$ cat src/rtl/npu_inst_seq.sv
`timescale 1ns/1ps
`default_nettype none
// ============================================================================
// Module      : npu_inst_seq
// Description : Instruction sequencer for the single-core NPU. One start
//               pulse runs one attention-tile pass on the 20-bit inst bus:
//               K/Q SRAM fill from an external source, kernel load, Q
//               streaming, OFIFO drain into psum SRAM, SFP accumulate and
//               SFP divide with write-back.
//
// Ports       : clk       - clock
//               reset     - synchronous reset, active low
//               start     - one-cycle start pulse, ignored while busy
//               n_k       - K row count minus 1, sampled on accepted start
//               n_q       - Q row count minus 1, sampled on accepted start
//               in_valid  - external source presents a mem_in word
//               in_ready  - word consumed this cycle (mirrors kmem/qmem wr)
//               inst      - registered core instruction word
//               busy      - high from the cycle after start until done
//               done      - one-cycle pulse on the last cycle of the pass
//
// inst map    : 19 sfp_wr2pmem, 18 sfp_div, 17 sfp_acc, 16 ofifo_rd,
//               15:12 qkmem_add, 11:8 pmem_add, 7 mac execute,
//               6 mac kernel-load, 5 qmem_rd, 4 qmem_wr, 3 kmem_rd,
//               2 kmem_wr, 1 pmem_rd, 0 pmem_wr
//
// Revision    : 1.0 - initial release
// ============================================================================
module npu_inst_seq #(
    parameter int ADDR_W = 4,   // SRAM address width, at most 4 (inst field width)
    parameter int DRAIN  = 16   // settle cycles between last execute and first OFIFO read
) (
    input  logic              clk,
    input  logic              reset,
    input  logic              start,
    input  logic [ADDR_W-1:0] n_k,
    input  logic [ADDR_W-1:0] n_q,
    input  logic              in_valid,
    output logic              in_ready,
    output logic [19:0]       inst,
    output logic              busy,
    output logic              done
);

    // ------------------------------------------------------------------------
    // Instruction bit positions
    // ------------------------------------------------------------------------
    localparam int B_SFP_WR2PMEM = 19;
    localparam int B_SFP_DIV     = 18;
    localparam int B_SFP_ACC     = 17;
    localparam int B_OFIFO_RD    = 16;
    localparam int B_QK_ADD      = 12;
    localparam int B_P_ADD       = 8;
    localparam int B_EXECUTE     = 7;
    localparam int B_LOAD        = 6;
    localparam int B_QMEM_RD     = 5;
    localparam int B_QMEM_WR     = 4;
    localparam int B_KMEM_RD     = 3;
    localparam int B_KMEM_WR     = 2;
    localparam int B_PMEM_RD     = 1;
    localparam int B_PMEM_WR     = 0;

    // The cycle counter must reach N (= 2**ADDR_W for the lag cycle) and
    // DRAIN-1, so it is one bit wider than an address at minimum.
    localparam int DRAIN_CW = $clog2(DRAIN + 1);
    localparam int CNT_W    = (ADDR_W + 1 > DRAIN_CW) ? ADDR_W + 1 : DRAIN_CW;

    localparam logic [CNT_W-1:0]  CNT_ONE    = CNT_W'(1);
    localparam logic [CNT_W-1:0]  DRAIN_LAST = CNT_W'(DRAIN - 1);
    localparam logic [ADDR_W-1:0] ADDR_ONE   = ADDR_W'(1);

    // ------------------------------------------------------------------------
    // State encoding
    // ------------------------------------------------------------------------
    typedef enum logic [3:0] {
        S_IDLE  = 4'd0,
        S_WR_K  = 4'd1,
        S_WR_Q  = 4'd2,
        S_LD_K  = 4'd3,
        S_EXE   = 4'd4,
        S_DRAIN = 4'd5,
        S_OF    = 4'd6,
        S_ACC   = 4'd7,
        S_DIV   = 4'd8,
        S_FIN   = 4'd9
    } state_t;

    state_t              state_q,    state_d;
    logic [CNT_W-1:0]    cnt_q,      cnt_d;
    logic [1:0]          phase_q,    phase_d;
    logic [ADDR_W-1:0]   nk_q,       nk_d;
    logic [ADDR_W-1:0]   nq_q,       nq_d;
    logic [19:0]         inst_q,     inst_d;
    logic                in_ready_q, in_ready_d;
    logic                busy_q,     busy_d;
    logic                done_q,     done_d;

    // Derived counts: *_last is the final address (N-1), *_rows is N, which
    // is also the index of the lag cycle that closes each streaming phase.
    logic [CNT_W-1:0]    nk_last;
    logic [CNT_W-1:0]    nq_last;
    logic [CNT_W-1:0]    nk_rows;
    logic [CNT_W-1:0]    nq_rows;
    logic [ADDR_W-1:0]   cnt_addr;
    logic [ADDR_W-1:0]   cnt_addr_m1;
    logic                cnt_nonzero;

    assign nk_last     = CNT_W'(nk_q);
    assign nq_last     = CNT_W'(nq_q);
    assign nk_rows     = nk_last + CNT_ONE;
    assign nq_rows     = nq_last + CNT_ONE;
    assign cnt_addr    = cnt_q[ADDR_W-1:0];
    // Address of the row whose read was issued one cycle earlier; only used
    // on cycles 1..N so the low-bit subtraction never underflows in use.
    assign cnt_addr_m1 = cnt_q[ADDR_W-1:0] - ADDR_ONE;
    assign cnt_nonzero = (cnt_q != '0);

    // ------------------------------------------------------------------------
    // State / output registers
    // ------------------------------------------------------------------------
    always_ff @(posedge clk) begin
        if (!reset) begin
            state_q    <= S_IDLE;
            cnt_q      <= '0;
            phase_q    <= 2'd0;
            nk_q       <= '0;
            nq_q       <= '0;
            inst_q     <= '0;
            in_ready_q <= 1'b0;
            busy_q     <= 1'b0;
            done_q     <= 1'b0;
        end else begin
            state_q    <= state_d;
            cnt_q      <= cnt_d;
            phase_q    <= phase_d;
            nk_q       <= nk_d;
            nq_q       <= nq_d;
            inst_q     <= inst_d;
            in_ready_q <= in_ready_d;
            busy_q     <= busy_d;
            done_q     <= done_d;
        end
    end

    // ------------------------------------------------------------------------
    // Next-state and next-output logic. Every word computed here is the one
    // the core sees on the following cycle.
    // ------------------------------------------------------------------------
    always_comb begin
        state_d    = state_q;
        cnt_d      = cnt_q;
        phase_d    = phase_q;
        nk_d       = nk_q;
        nq_d       = nq_q;
        inst_d     = '0;
        in_ready_d = 1'b0;
        busy_d     = (state_q != S_IDLE);
        done_d     = 1'b0;

        case (state_q)
            S_IDLE: begin
                cnt_d   = '0;
                phase_d = 2'd0;
                // busy_q is still high on the cycle right after FIN, so a
                // start there is rejected like any other start-while-busy.
                if (start && !busy_q) begin
                    nk_d    = n_k;
                    nq_d    = n_q;
                    busy_d  = 1'b1;
                    state_d = S_WR_K;
                end
            end

            S_WR_K: begin
                // The address only advances on accepted words, so stalls
                // leave no holes in the K SRAM image.
                if (in_valid) begin
                    inst_d[B_KMEM_WR]               = 1'b1;
                    inst_d[B_QK_ADD +: ADDR_W]      = cnt_addr;
                    in_ready_d                      = 1'b1;
                    if (cnt_q == nk_last) begin
                        cnt_d   = '0;
                        state_d = S_WR_Q;
                    end else begin
                        cnt_d = cnt_q + CNT_ONE;
                    end
                end
            end

            S_WR_Q: begin
                if (in_valid) begin
                    inst_d[B_QMEM_WR]               = 1'b1;
                    inst_d[B_QK_ADD +: ADDR_W]      = cnt_addr;
                    in_ready_d                      = 1'b1;
                    if (cnt_q == nq_last) begin
                        cnt_d   = '0;
                        state_d = S_LD_K;
                    end else begin
                        cnt_d = cnt_q + CNT_ONE;
                    end
                end
            end

            S_LD_K: begin
                // kmem read on 0..NK-1, kernel-load one cycle behind it.
                if (cnt_q < nk_rows) begin
                    inst_d[B_KMEM_RD]               = 1'b1;
                    inst_d[B_QK_ADD +: ADDR_W]      = cnt_addr;
                end
                inst_d[B_LOAD] = cnt_nonzero;
                if (cnt_q == nk_rows) begin
                    cnt_d   = '0;
                    state_d = S_EXE;
                end else begin
                    cnt_d = cnt_q + CNT_ONE;
                end
            end

            S_EXE: begin
                if (cnt_q < nq_rows) begin
                    inst_d[B_QMEM_RD]               = 1'b1;
                    inst_d[B_QK_ADD +: ADDR_W]      = cnt_addr;
                end
                inst_d[B_EXECUTE] = cnt_nonzero;
                if (cnt_q == nq_rows) begin
                    cnt_d   = '0;
                    state_d = S_DRAIN;
                end else begin
                    cnt_d = cnt_q + CNT_ONE;
                end
            end

            S_DRAIN: begin
                // Idle bus while the last products ripple through the
                // array into the OFIFO.
                if (cnt_q == DRAIN_LAST) begin
                    cnt_d   = '0;
                    state_d = S_OF;
                end else begin
                    cnt_d = cnt_q + CNT_ONE;
                end
            end

            S_OF: begin
                // OFIFO data arrives one cycle after ofifo_rd and lands in
                // psum row c-1.
                if (cnt_q < nq_rows) begin
                    inst_d[B_OFIFO_RD] = 1'b1;
                end
                if (cnt_nonzero) begin
                    inst_d[B_PMEM_WR]               = 1'b1;
                    inst_d[B_P_ADD +: ADDR_W]       = cnt_addr_m1;
                end
                if (cnt_q == nq_rows) begin
                    cnt_d   = '0;
                    state_d = S_ACC;
                end else begin
                    cnt_d = cnt_q + CNT_ONE;
                end
            end

            S_ACC: begin
                if (cnt_q < nq_rows) begin
                    inst_d[B_PMEM_RD]               = 1'b1;
                    inst_d[B_P_ADD +: ADDR_W]       = cnt_addr;
                end
                inst_d[B_SFP_ACC] = cnt_nonzero;
                if (cnt_q == nq_rows) begin
                    cnt_d   = '0;
                    phase_d = 2'd0;
                    state_d = S_DIV;
                end else begin
                    cnt_d = cnt_q + CNT_ONE;
                end
            end

            S_DIV: begin
                // Rows are not overlapped: read, divide, write back, then
                // the next row, so psum is never read and written together.
                case (phase_q)
                    2'd0: begin
                        inst_d[B_PMEM_RD]           = 1'b1;
                        inst_d[B_P_ADD +: ADDR_W]   = cnt_addr;
                        phase_d                     = 2'd1;
                    end
                    2'd1: begin
                        inst_d[B_SFP_DIV]           = 1'b1;
                        phase_d                     = 2'd2;
                    end
                    default: begin
                        inst_d[B_SFP_WR2PMEM]       = 1'b1;
                        inst_d[B_PMEM_WR]           = 1'b1;
                        inst_d[B_P_ADD +: ADDR_W]   = cnt_addr;
                        phase_d                     = 2'd0;
                        if (cnt_q == nq_last) begin
                            cnt_d   = '0;
                            state_d = S_FIN;
                        end else begin
                            cnt_d = cnt_q + CNT_ONE;
                        end
                    end
                endcase
            end

            S_FIN: begin
                done_d  = 1'b1;
                cnt_d   = '0;
                state_d = S_IDLE;
            end

            default: begin
                state_d = S_IDLE;
                cnt_d   = '0;
                phase_d = 2'd0;
            end
        endcase
    end

    assign inst     = inst_q;
    assign in_ready = in_ready_q;
    assign busy     = busy_q;
    assign done     = done_q;

    // ------------------------------------------------------------------------
    // Bus invariants
    // ------------------------------------------------------------------------
    a_pmem_excl: assert property (@(posedge clk) disable iff (!reset)
        !(inst_q[B_PMEM_RD] && inst_q[B_PMEM_WR]));

    a_qk_excl: assert property (@(posedge clk) disable iff (!reset)
        !((inst_q[B_QMEM_RD] || inst_q[B_QMEM_WR]) &&
          (inst_q[B_KMEM_RD] || inst_q[B_KMEM_WR])));

    a_ready_mirror: assert property (@(posedge clk) disable iff (!reset)
        in_ready_q == (inst_q[B_KMEM_WR] || inst_q[B_QMEM_WR]));

endmodule
`default_nettype wire

$ cat config.mk
export PLATFORM = sky130hd
export DESIGN_NAME = npu_inst_seq
export DESIGN_NICKNAME = d
export VERILOG_FILES = /design/src/rtl/npu_inst_seq.sv
export SDC_FILE = /design/constraint.sdc
export NUM_CORES = 1
export LEC_CHECK = 0
export ABC_AREA = 1
export BUFFER_PORTS_ARGS = -buffer_cell sky130_fd_sc_hd__buf_4
export CAP_MARGIN = 20
export CORE_ASPECT_RATIO = 0.8
export CORE_MARGIN = 8
export CORE_UTILIZATION = 57
export DETAILED_ROUTE_END_ITERATION = 8
export PLACE_DENSITY = 0.8
export SYNTH_ARGS = -nofsm -noshare
export SYNTH_HDL_FRONTEND = slang
export SYNTH_SLANG_ARGS = --single-unit
$ cat constraint.sdc
create_clock -name clk -period 2.18 [get_ports clk]
set_input_delay 0.218 -clock clk [delete_from_list [all_inputs] [get_ports clk]]
set_output_delay 0.218 -clock clk [all_outputs]
set_load 0.005 [all_outputs]
* Yosys cells after proc, flatten, opt, wreduce, memory -nomap -nowiden *
Cells that the tools add are included.

operators by class
  $add $sub $neg = 4
  $lt $le $gt $ge = 2
  equal/unequal tests = 27
  mux-type cells = 44
  bitwise logic cells = 1
  reduce and logical (&&, ||, !) cells = 22

operator list
  cell                   count
  $mux W4                17
  $mux W5                8
  $pmux W4 S9            1
  $pmux W5 S6            1
  $ne A2 B2 Y1 const B   12
  $pmux W4 S3            2
  $reduce_and A2 Y1      10
  $eq A4 B3 Y1 const B   4
  $reduce_and A12 Y1     1
  $add A4 B1 Y5 const B  2
  $eq A5 B4 Y1           2
  $eq A5 B5 Y1           2
  $lt A5 B5 Y1           2
  $mux W1                10
  $eq A4 B2 Y1 const B   2
  $eq A4 B4 Y1 const B   2
  $reduce_or A7 Y1       1
  $pmux W2 S3            1
  $add A5 B1 Y5 const B  1
  $eq A5 B4 Y1 const B   1
  $reduce_bool A5 Y1     1
  $eq A4 B1 Y1 const B   1
  $logic_not A4 Y1       1
  $pmux W1 S2            2
  12 further kinds       13

word-level totals
  register bits = 42
  input bits = 12
  output and inout bits = 23
  logic and storage cells = 116

* Longest topological paths before layout *
Gate-level depths: netlist (run 1).

  word-level depth = 4
  gate-level depth with buffers = 13
  gate-level depth less buffers = 13

* Worst setup path before layout (run 1) *
Ideal clock, no wire load.

  kind = register -> register
  start point = register nq_q[1]
  end point = register state_q[1]
  library setup time = 0.113 ns
  arrival = 1.712 ns
  required time = 2.067 ns
  path slack = 0.355 ns
  stages on the path, launching flop included = 13
  buffers on the path = 0
  period minus slack after synthesis = 1.825 ns
  cell sequence = dfxtp_1 > ha_1 > nand3_1 > ha_1 > nand2_1 > inv_1 > nand4_1 > nand2_1 > nand2_1 > nor2_1 > nand2_4 > o21ai_1 > nor2_1

between the ends
  cells in the longest elaborated chain, start to end = 4
  elaborated cells between the ends (all ways) = 9
  classes of those cells = 1 x add/sub; 7 x eq/ne; 1 x reduce/logical

ends and longest elaborated chain
  element                         RTL line       text
  from (decl)                     92             logic [ADDR_W-1:0] nq_q, nq_d;
  from (signal assigned)          137            nq_q <= nq_d;
  $add A4 B1 Y5                   111            assign nq_rows = nq_last + CNT_ONE;
  $eq A5 B5 Y1                    225, 254, 268
  $ne A2 B2 Y1 (no line)          --
  $reduce_and A12 Y1 (no line) *  --
  to (signal assigned)            133            state_q <= state_d;
  to (decl)                       88             state_t state_q, state_d;

Mark *: on every way between the ends. The rest lies on a longest branch, timed or not.
A chain may end at the register's enable or synchronous reset.

* Worst setup path in the final report (run 1) *
  start point = register nq_q[0]
  end point = register inst_q[15] (netlist: inst[15])

between the ends
  cells in the longest elaborated chain, start to end = 4

ends and longest elaborated chain
  element               RTL line  text
  $add A4 B1 Y5         111
  $lt A5 B5 Y1          220       if (cnt_q < nq_rows) begin
  $mux W4               220
  $pmux W4 S3           160       case (state_q)
  to (signal assigned)  138       inst_q <= inst_d;
  to (decl)             93        logic [19:0] inst_q, inst_d;

Every way passes these cells.

==> results of run 1 <==
state kept, by name (all words and copies together) (netlist names):
signal	flops
inst	20
nk_q	4
nq_q	4
cnt_q	5
phase_q	2
done	1
in_ready	1
state_q	4
busy	1
how the worst min path moves through the flow:
stage                     cells after the start                    start  slack [ns]                 endpoint
after floorplan                               2                    reset        0.38       inst[7]$_SDFF_PN0_
after global placement                        2  phase_q[0]$_SDFFE_PN0P_        0.45  phase_q[0]$_SDFFE_PN0P_
after detailed placement                      2  phase_q[0]$_SDFFE_PN0P_        0.46  phase_q[0]$_SDFFE_PN0P_
after CTS                                     3                   n_q[3]        0.19     nq_q[3]$_SDFFE_PN0P_
after global routing                          3                   n_q[3]        0.20     nq_q[3]$_SDFFE_PN0P_
final                                         3                   n_q[3]        0.19     nq_q[3]$_SDFFE_PN0P_
metrics by stage:
stage / worst slack, ns / std cells / hold slack (ns) / total power, W
5_1_grt: -0.007494 / 458 / 0.1958 / 0.003322
3_5_place_dp: 0.06999 / 445 / 0.4580 / 0.002462
2_1_floorplan: 0.3546 / 352 / 0.3823 / 0.002049
6_report: 0.1504 / 458 / 0.1930 / 0.003087
3_3_place_gp: 0.2200 / 445 / 0.4510 / 0.002420
4_1_cts: 0.01475 / 453 / 0.1912 / 0.002969
per-layer routing:
layer  global-route usage  vias up  share of wire  wire length, microns
met5                    0        -              0                     0
met4              0.06355        0          0.017                   103
met3              0.04084       12          0.082                   509
met2               0.2903      106           0.43                  2651
met1               0.2648     1071           0.47                  2941
li1                     -     1228              -                     -
where the power goes:
group	switching [W]	leakage, nW	total (W)	internal, W
combinational	0.00103	1.03	0.00161	0.000577
sequential	0.0000991	0.342	0.000973	0.000874
clock	0.000282	0.0441	0.000508	0.000225
area by class of cell:
type | count | area (sq um)
clock buffer | 5 | 68.82
clock inverter | 3 | 21.27
fill | 344 | 1189
inverter | 56 | 210.2
multi-input combinational | 249 | 1349
sequential | 42 | 844.6
tap | 57 | 71.32
timing repair buffer | 46 | 345.3
worst max-delay path: stages (launching register included):
cell	delay [ns]
sky130_fd_sc_hd__dfxtp_2	0.34
sky130_fd_sc_hd__buf_4	0.11
sky130_fd_sc_hd__nand3_2	0.05
sky130_fd_sc_hd__xor2_1	0.14
sky130_fd_sc_hd__ha_1	0.31
sky130_fd_sc_hd__nand2_2	0.10
sky130_fd_sc_hd__inv_2	0.05
sky130_fd_sc_hd__nand4_1	0.08
sky130_fd_sc_hd__o211ai_1	0.12
sky130_fd_sc_hd__buf_4	0.18
sky130_fd_sc_hd__o211ai_1	0.30
sky130_fd_sc_hd__nand3_1	0.13
sky130_fd_sc_hd__inv_1	0.07
cells in the final DEF (no fill, tap or decap), types with 10 or more instances in the layout:
master                     n
sky130_fd_sc_hd__ha_1     15
sky130_fd_sc_hd__o21ai_0  10
sky130_fd_sc_hd__buf_4    46
sky130_fd_sc_hd__nand2_1  78
sky130_fd_sc_hd__a21oi_1  21
sky130_fd_sc_hd__dfxtp_1  39
sky130_fd_sc_hd__nand3_1  31
sky130_fd_sc_hd__inv_1    48
sky130_fd_sc_hd__nor2_1   46
timing repair:
item                                    CTS  global route
endpoints found under the hold margin     0             0
buffers inserted                          0             6
gates resized for setup                   0            10
endpoints found under the setup margin    0            16
cells by family after synthesis:
family | Yosys count | share of synthesized area
AOI/OAI and AO/OA | 42 | 0.1005
DFF | 42 | 0.3516
buffers and inverters | 61 | 0.09681
and+or+nand+nor | 184 | 0.3401
xor gates and xnor gates | 6 | 0.02198
adders and majority gates | 17 | 0.08896
==> summary by stage, run 1 <==
Status
The flow ran to the end, and the final reports show no timing, DRC or antenna violations.

Place
The HPWL after detailed placement is 4676 microns. The placed standard-cell area is 0.002749 sq mm. At the end of routability-driven placement, the weighted congestion stood at 0.8882.

Buffers placed on the I/O ports in this run total 34.

Logic synthesis
The number of warnings issued by yosys is 0. Yosys mapped the design onto 27 distinct sky130hd cell types. The average instance area after synthesis is 6.793 sq um.

Counting flops and latches in the post-synthesis netlist gives 42. The mapped netlist covers 0.002391 sq mm. In the synthesized netlist the dominant register cell turns out to be sky130_fd_sc_hd__dfxtp_1. Summed over all instances, the cell type with the most area after synthesis is sky130_fd_sc_hd__dfxtp_1. In this run, synthesis inferred 0 flip-flops with an integrated enable. For this run, the register share of the synthesized area comes to 0.3516.

The instance count of the mapped netlist is 352. The async set or reset register ratio after synthesis is 0. The most numerous cell in the Yosys netlist is sky130_fd_sc_hd__nand2_1. In the synthesized netlist, the cells that appear most often are 79 x sky130_fd_sc_hd__nand2_1, 49 x sky130_fd_sc_hd__inv_1, 47 x sky130_fd_sc_hd__nor2_1. Of the post-synthesis cell area, the dominant cell type holds 0.3516. After synthesis, the cell types taking the most area are sky130_fd_sc_hd__dfxtp_1 35%, sky130_fd_sc_hd__nand2_1 12%, sky130_fd_sc_hd__ha_1 8.9%, sky130_fd_sc_hd__inv_1 7.7%, sky130_fd_sc_hd__nor2_1 7.4%. The post-synthesis net count is 381.

Routing
The routed design has 6205 microns of wire. The vias per cell is 5.277. The first detailed-routing pass ran for 5 iterations.

The via count of the routed design is 2417. The average detailed-routed wire length per instance is 13.55 microns. The number of design-rule violations left by the first detailed-router iteration is 205.

The remaining design rule violation count is 0. The number of nets with antenna violations after detailed routing is 0.

Die
The count of standard-cell rows is 21. The effective utilization at floorplan is 0.5833. In this run the count of I/O pins placed on the die edge is 35. The overall die width is 88.41 microns.

The die is 73.93 microns tall. The die footprint is 0.006536 sq mm. The core box area is 0.004099 sq mm.

Critical path
The end of the critical path is inst[15]$_SDFF_PN0_. STA classifies the critical path endpoint as a register. The worst setup path startpoint is nq_q[0]$_SDFFE_PN0P_.

Measured in cells, the most critical reg-to-reg path has a length of 12. The worst setup path is launched from a register. The setup path with the least slack is of type register to register. For the worst setup path, the data required time is 2.42 ns. The register-to-register path setup slack is 0.15 ns.

The capturing point of the worst reg2reg path is inst[15]$_SDFF_PN0_. The worst-path maximum fanout is 4. The worst register-to-register path begins at nq_q[0]$_SDFFE_PN0P_. Data arrives at the worst endpoint at 2.27 ns.

STA
The total count of max-transition violations in the final report is 0. In the finished design, the share of the clock period the worst path needs comes to 0.9310. At the pin with the least slew margin, the transition time is 0.5268 ns. For the finished layout, the period the worst path requires is 2.030 ns. The number of failing hold endpoints at the final stage came to 0. The clock skew after layout is 0.004219 ns. Setup violations remaining at the end of the flow were counted as 0. The final sum of negative setup slack is 0 ns. Static timing analysis puts the maximum clock frequency at 492.7 MHz. The worst slew margin relative to its limit is 0.6484.

Run
The number of max-cap violations is 0.

Global route
The total global routing track utilization is 0.1924. The total congestion overflow after global routing is 0. The initial antenna violation count is 0. The number of global-route vias before repair is 2067. The largest net degree at the start of global routing is 22. The first global-routing pass estimated 9880 microns of wire.

Power
Across the VDD grid, the largest voltage drop is 0.9111 mV. The leakage power figure is 1.418 nW. For this design the ratio of total power to cell area is 1061 mW/mm^2.

Final layout
The net count of the finished layout is 429. The layout-stage area growth over the synthesis result is 21.72%. The fraction of the core area covered by cells at the end of the flow is 0.7100.

In the final layout, the share of cells above drive strength 1 is 0.2095. Summing all non-filler instances in the final layout gives an area of 0.002910 sq mm. The number of inserted diodes is 0.

Clock tree
The count of hold buffers inserted by post-cts repair is 0. The clock input transition at the sequential cells of the worst setup and hold paths is 0.08 ns. The buffer depth of the longest clock path is 2. The number of clock sinks seen by CTS is 42. The buffer cell driving the clock tree root is sky130_fd_sc_hd__clkbuf_8. The H-tree level count is 2.

TritonCTS built the clock tree. The CTS buffer count is 5. The clock insertion delay at the later pin of the skew report is 0.30 ns.

Min path
The min-delay analysis places its worst path in the category input pin to register.
No activity file was read; power rests on OpenSTA's default activity.
==> inputs of run 2 (changes only) <==
--- a/config.mk
+++ b/config.mk
@@ -10,9 +10,10 @@
 export CAP_MARGIN = 20
 export CORE_ASPECT_RATIO = 0.8
 export CORE_MARGIN = 8
-export CORE_UTILIZATION = 57
+export CORE_UTILIZATION = 59
+export CTS_BUF_LIST = sky130_fd_sc_hd__clkbuf_8
 export DETAILED_ROUTE_END_ITERATION = 8
-export PLACE_DENSITY = 0.8
+export PLACE_DENSITY = 0.82
 export SYNTH_ARGS = -nofsm -noshare
 export SYNTH_HDL_FRONTEND = slang
 export SYNTH_SLANG_ARGS = --single-unit
==> run 2 against run 1 <==
Net effect:
- sequential share of layout area up 0.44 points
- flip-flop and latch count unchanged
- die area down 2.7%
- register-to-register slack barely moved
- non-clock buffer count down 4
==> summary by stage, run 2 (synthesis gave the netlist of run 1 again) <==
STA
The final cycle utilization of the critical path is 0.9368. The final critical-path required period is 2.042 ns. After routing, the total negative slack on setup checks comes to 0 ns. The highest clock frequency the design can meet is 489.7 MHz. Setup violations remaining at the end of the flow were counted as 0. The clock arrives with 0.01496 ns of skew. In this run the tightest slew margin relative to its limit is 0.6280. The slew at the pin closest to its max-slew limit is 0.5574 ns. The number of failing hold endpoints at the final stage was 0.

The total count of max-transition violations in the final report was 0.

Critical path
The cell with the largest stage delay on the worst path is sky130_fd_sc_hd__dfxtp_1. Traced cell by cell, the critical path runs through ha_1, nand3_1, ha_1, nand2_1, inv_1, nand4_1, buf_4, nand2_1, nand4_1, a21oi_1, nor2_1. The worst-path maximum fanout is 4. The worst setup path is launched from a register. The largest single stage delay on the critical path is 0.38 ns. The required time at the worst-slack endpoint is 2.34 ns. For the worst setup path, the data arrival time is 2.20 ns. STA classifies the critical path endpoint as a register. The category of the most critical setup path is register to register.

Power
The maximum VDD drop is 0.7386 mV. In this run the power density over the cells is 1065 mW/mm^2. The leakage power figure is 1.408 nW.

Routing
The number of design-rule violations left by the first detailed-router iteration is 207. The remaining design rule violation count is 0. The overall routed net length is 6073 microns. The first-pass iteration count of the detailed router is 5. The via count of the routed design is 2361. The number of nets with antenna violations after detailed routing is 0. After detailed routing, the number of vias per cell comes to 5.223. After detailed routing, the average wire length per cell comes to 13.44 microns.

Die
After floorplanning, the core was divided into 20 placement rows. The die is 72.94 microns tall. The floorplan step defined a core boundary enclosing 0.003854 sq mm. The die is 87.18 microns wide. The die footprint is 0.006359 sq mm.

The initial utilization of the core area, before any placement, comes to 0.6205. For this design the top-level I/O count stands at 35.

Final layout
The layout-stage area growth over the synthesis result is 19.36%. The most frequent standard cell in the layout excluding fill and tap cells is sky130_fd_sc_hd__nand2_1. Leaving out fill and tap cells, the most frequent cells in the layout are 79 x sky130_fd_sc_hd__nand2_1, 50 x sky130_fd_sc_hd__inv_1, 45 x sky130_fd_sc_hd__nor2_1, 42 x sky130_fd_sc_hd__dfxtp_1, 42 x sky130_fd_sc_hd__buf_4. 0 antenna diodes ended up in the layout. The final design instance area without fill is 0.002854 sq mm. Fill cells in the final layout number 331.

The number of flip-flops in the largest register is 20. The number of nets at the end of the flow is 425. The fraction of final layout cells with drive strength greater than 1 is 0.1788.

Clock tree
The CTS buffer count is 5. CTS saw 42 sinks. The clock insertion delay at the later pin of the skew report is 0.30 ns. The buffer cell driving the clock tree root is sky130_fd_sc_hd__clkbuf_8. The buffer depth of the longest clock path is 2. The count of hold buffers inserted by post-cts repair is 0. The clock tree from TritonCTS is built. The H-tree was split into 2 levels.

The clock input transition at the sequential cells of the worst setup and hold paths is 0.08 ns.

Place
After legalization and detailed placement, the total HPWL measured 4518 microns. At the end of routability-driven placement, the weighted congestion stood at 0.8762. After detailed placement, the total cell area comes to 0.002731 sq mm. The count of input and output buffers is 34.

Global route
The initial antenna violation count came to 0. The number of global-route vias before repair is 2118. The first global-routing pass estimated 9632 microns of wire. The largest net degree at the start of global routing is 22. The total global routing track utilization is 0.1890. Summed over all layers, the global routing overflow is 0.

Min path
In this run the worst hold path is classified as input pin to register.

Run
The tool flagged a number of max-cap violations equal to 0.

Status
The flow ran to the end, and the final reports show no timing, DRC or antenna violations.
## run 2: cell count changes in the layout (fill, tap and decap cells not counted), moves of 2 or more
cell | before | now
sky130_fd_sc_hd__ha_1 | 15 | 17
sky130_fd_sc_hd__dfxtp_2 | 3 | 0
sky130_fd_sc_hd__dfxtp_1 | 39 | 42
sky130_fd_sc_hd__nand3_1 | 31 | 33
sky130_fd_sc_hd__buf_4 | 46 | 42
sky130_fd_sc_hd__nand3_2 | 2 | 0
sky130_fd_sc_hd__inv_1 | 48 | 50
## run 2: critical path, delay by kind of cell (launching register included)
| kind | cells | cell delay [ns] |
|---|---|---|
| AOI/OAI and AO/OA | 1 | 0.17 |
| adders and majority gates | 2 | 0.54 |
| buffers and inverters | 2 | 0.26 |
| DFF | 1 | 0.38 |
| and+or+nand+nor | 6 | 0.57 |
## run 2: layout make-up
type / instances / area, sq um / area share
repair buffers: 42 / 315.3 / 0.1105
inverters: 56 / 210.2 / 0.07365
clock buffers: 6 / 82.58 / 0.02893
clock inverters: 2 / 12.51 / 0.004384
multi-input cells: 249 / 1324 / 0.4638
flip-flops and latches: 42 / 840.8 / 0.2946
well taps: 55 / 68.82 / 0.02411
## run 2: report_power, final
part           switching (W)  total (W)  internal [W]
Combinational       0.000999    0.00153      0.000531
Sequential          0.000104   0.000975      0.000871
Clock               0.000277   0.000534      0.000257
Total                0.00138    0.00304       0.00166
## run 2: per-layer routing
metal / routed length (microns) / vias up / track usage
li1: - / 1212 / -
met5: 0 / - / 0
met2: 2696 / 92 / 0.3001
met4: 44 / 0 / 0.04753
met3: 496 / 7 / 0.04049
met1: 2836 / 1050 / 0.2523
## run 2: final timing paths
check                                              from                       to  slack, ns  depth (start not counted)
worst min-delay path                             n_q[1]     nq_q[1]$_SDFFE_PN0P_       0.20                          3
worst max-delay path               nq_q[1]$_SDFFE_PN0P_  phase_q[1]$_SDFFE_PN0P_       0.14                         11
worst max register to register     nq_q[1]$_SDFFE_PN0P_  phase_q[1]$_SDFFE_PN0P_       0.14                         11
worst min register to register  phase_q[0]$_SDFFE_PN0P_  phase_q[0]$_SDFFE_PN0P_       0.49                          2
## run 2: per-stage QoR
step	setup WS, ns	total power [W]	utilization	std cells	hold WS, ns
final	0.1378	0.003039	0.7406	452	0.2037
after global routing	-0.03224	0.003281	0.7406	452	0.2193
after CTS	0.09997	0.002953	0.7334	449	0.2039
after detailed placement	0.1174	0.002418	0.7088	441	0.4802
after global placement	0.2368	0.002386	0.7088	441	0.4510
after floorplan	0.3546	0.002049	-	352	0.3823
## run 2: repair_timing
item / CTS / global route
gates resized for setup: 0 / 2
endpoints found under the setup margin: 0 / 12
buffers inserted: 0 / 3
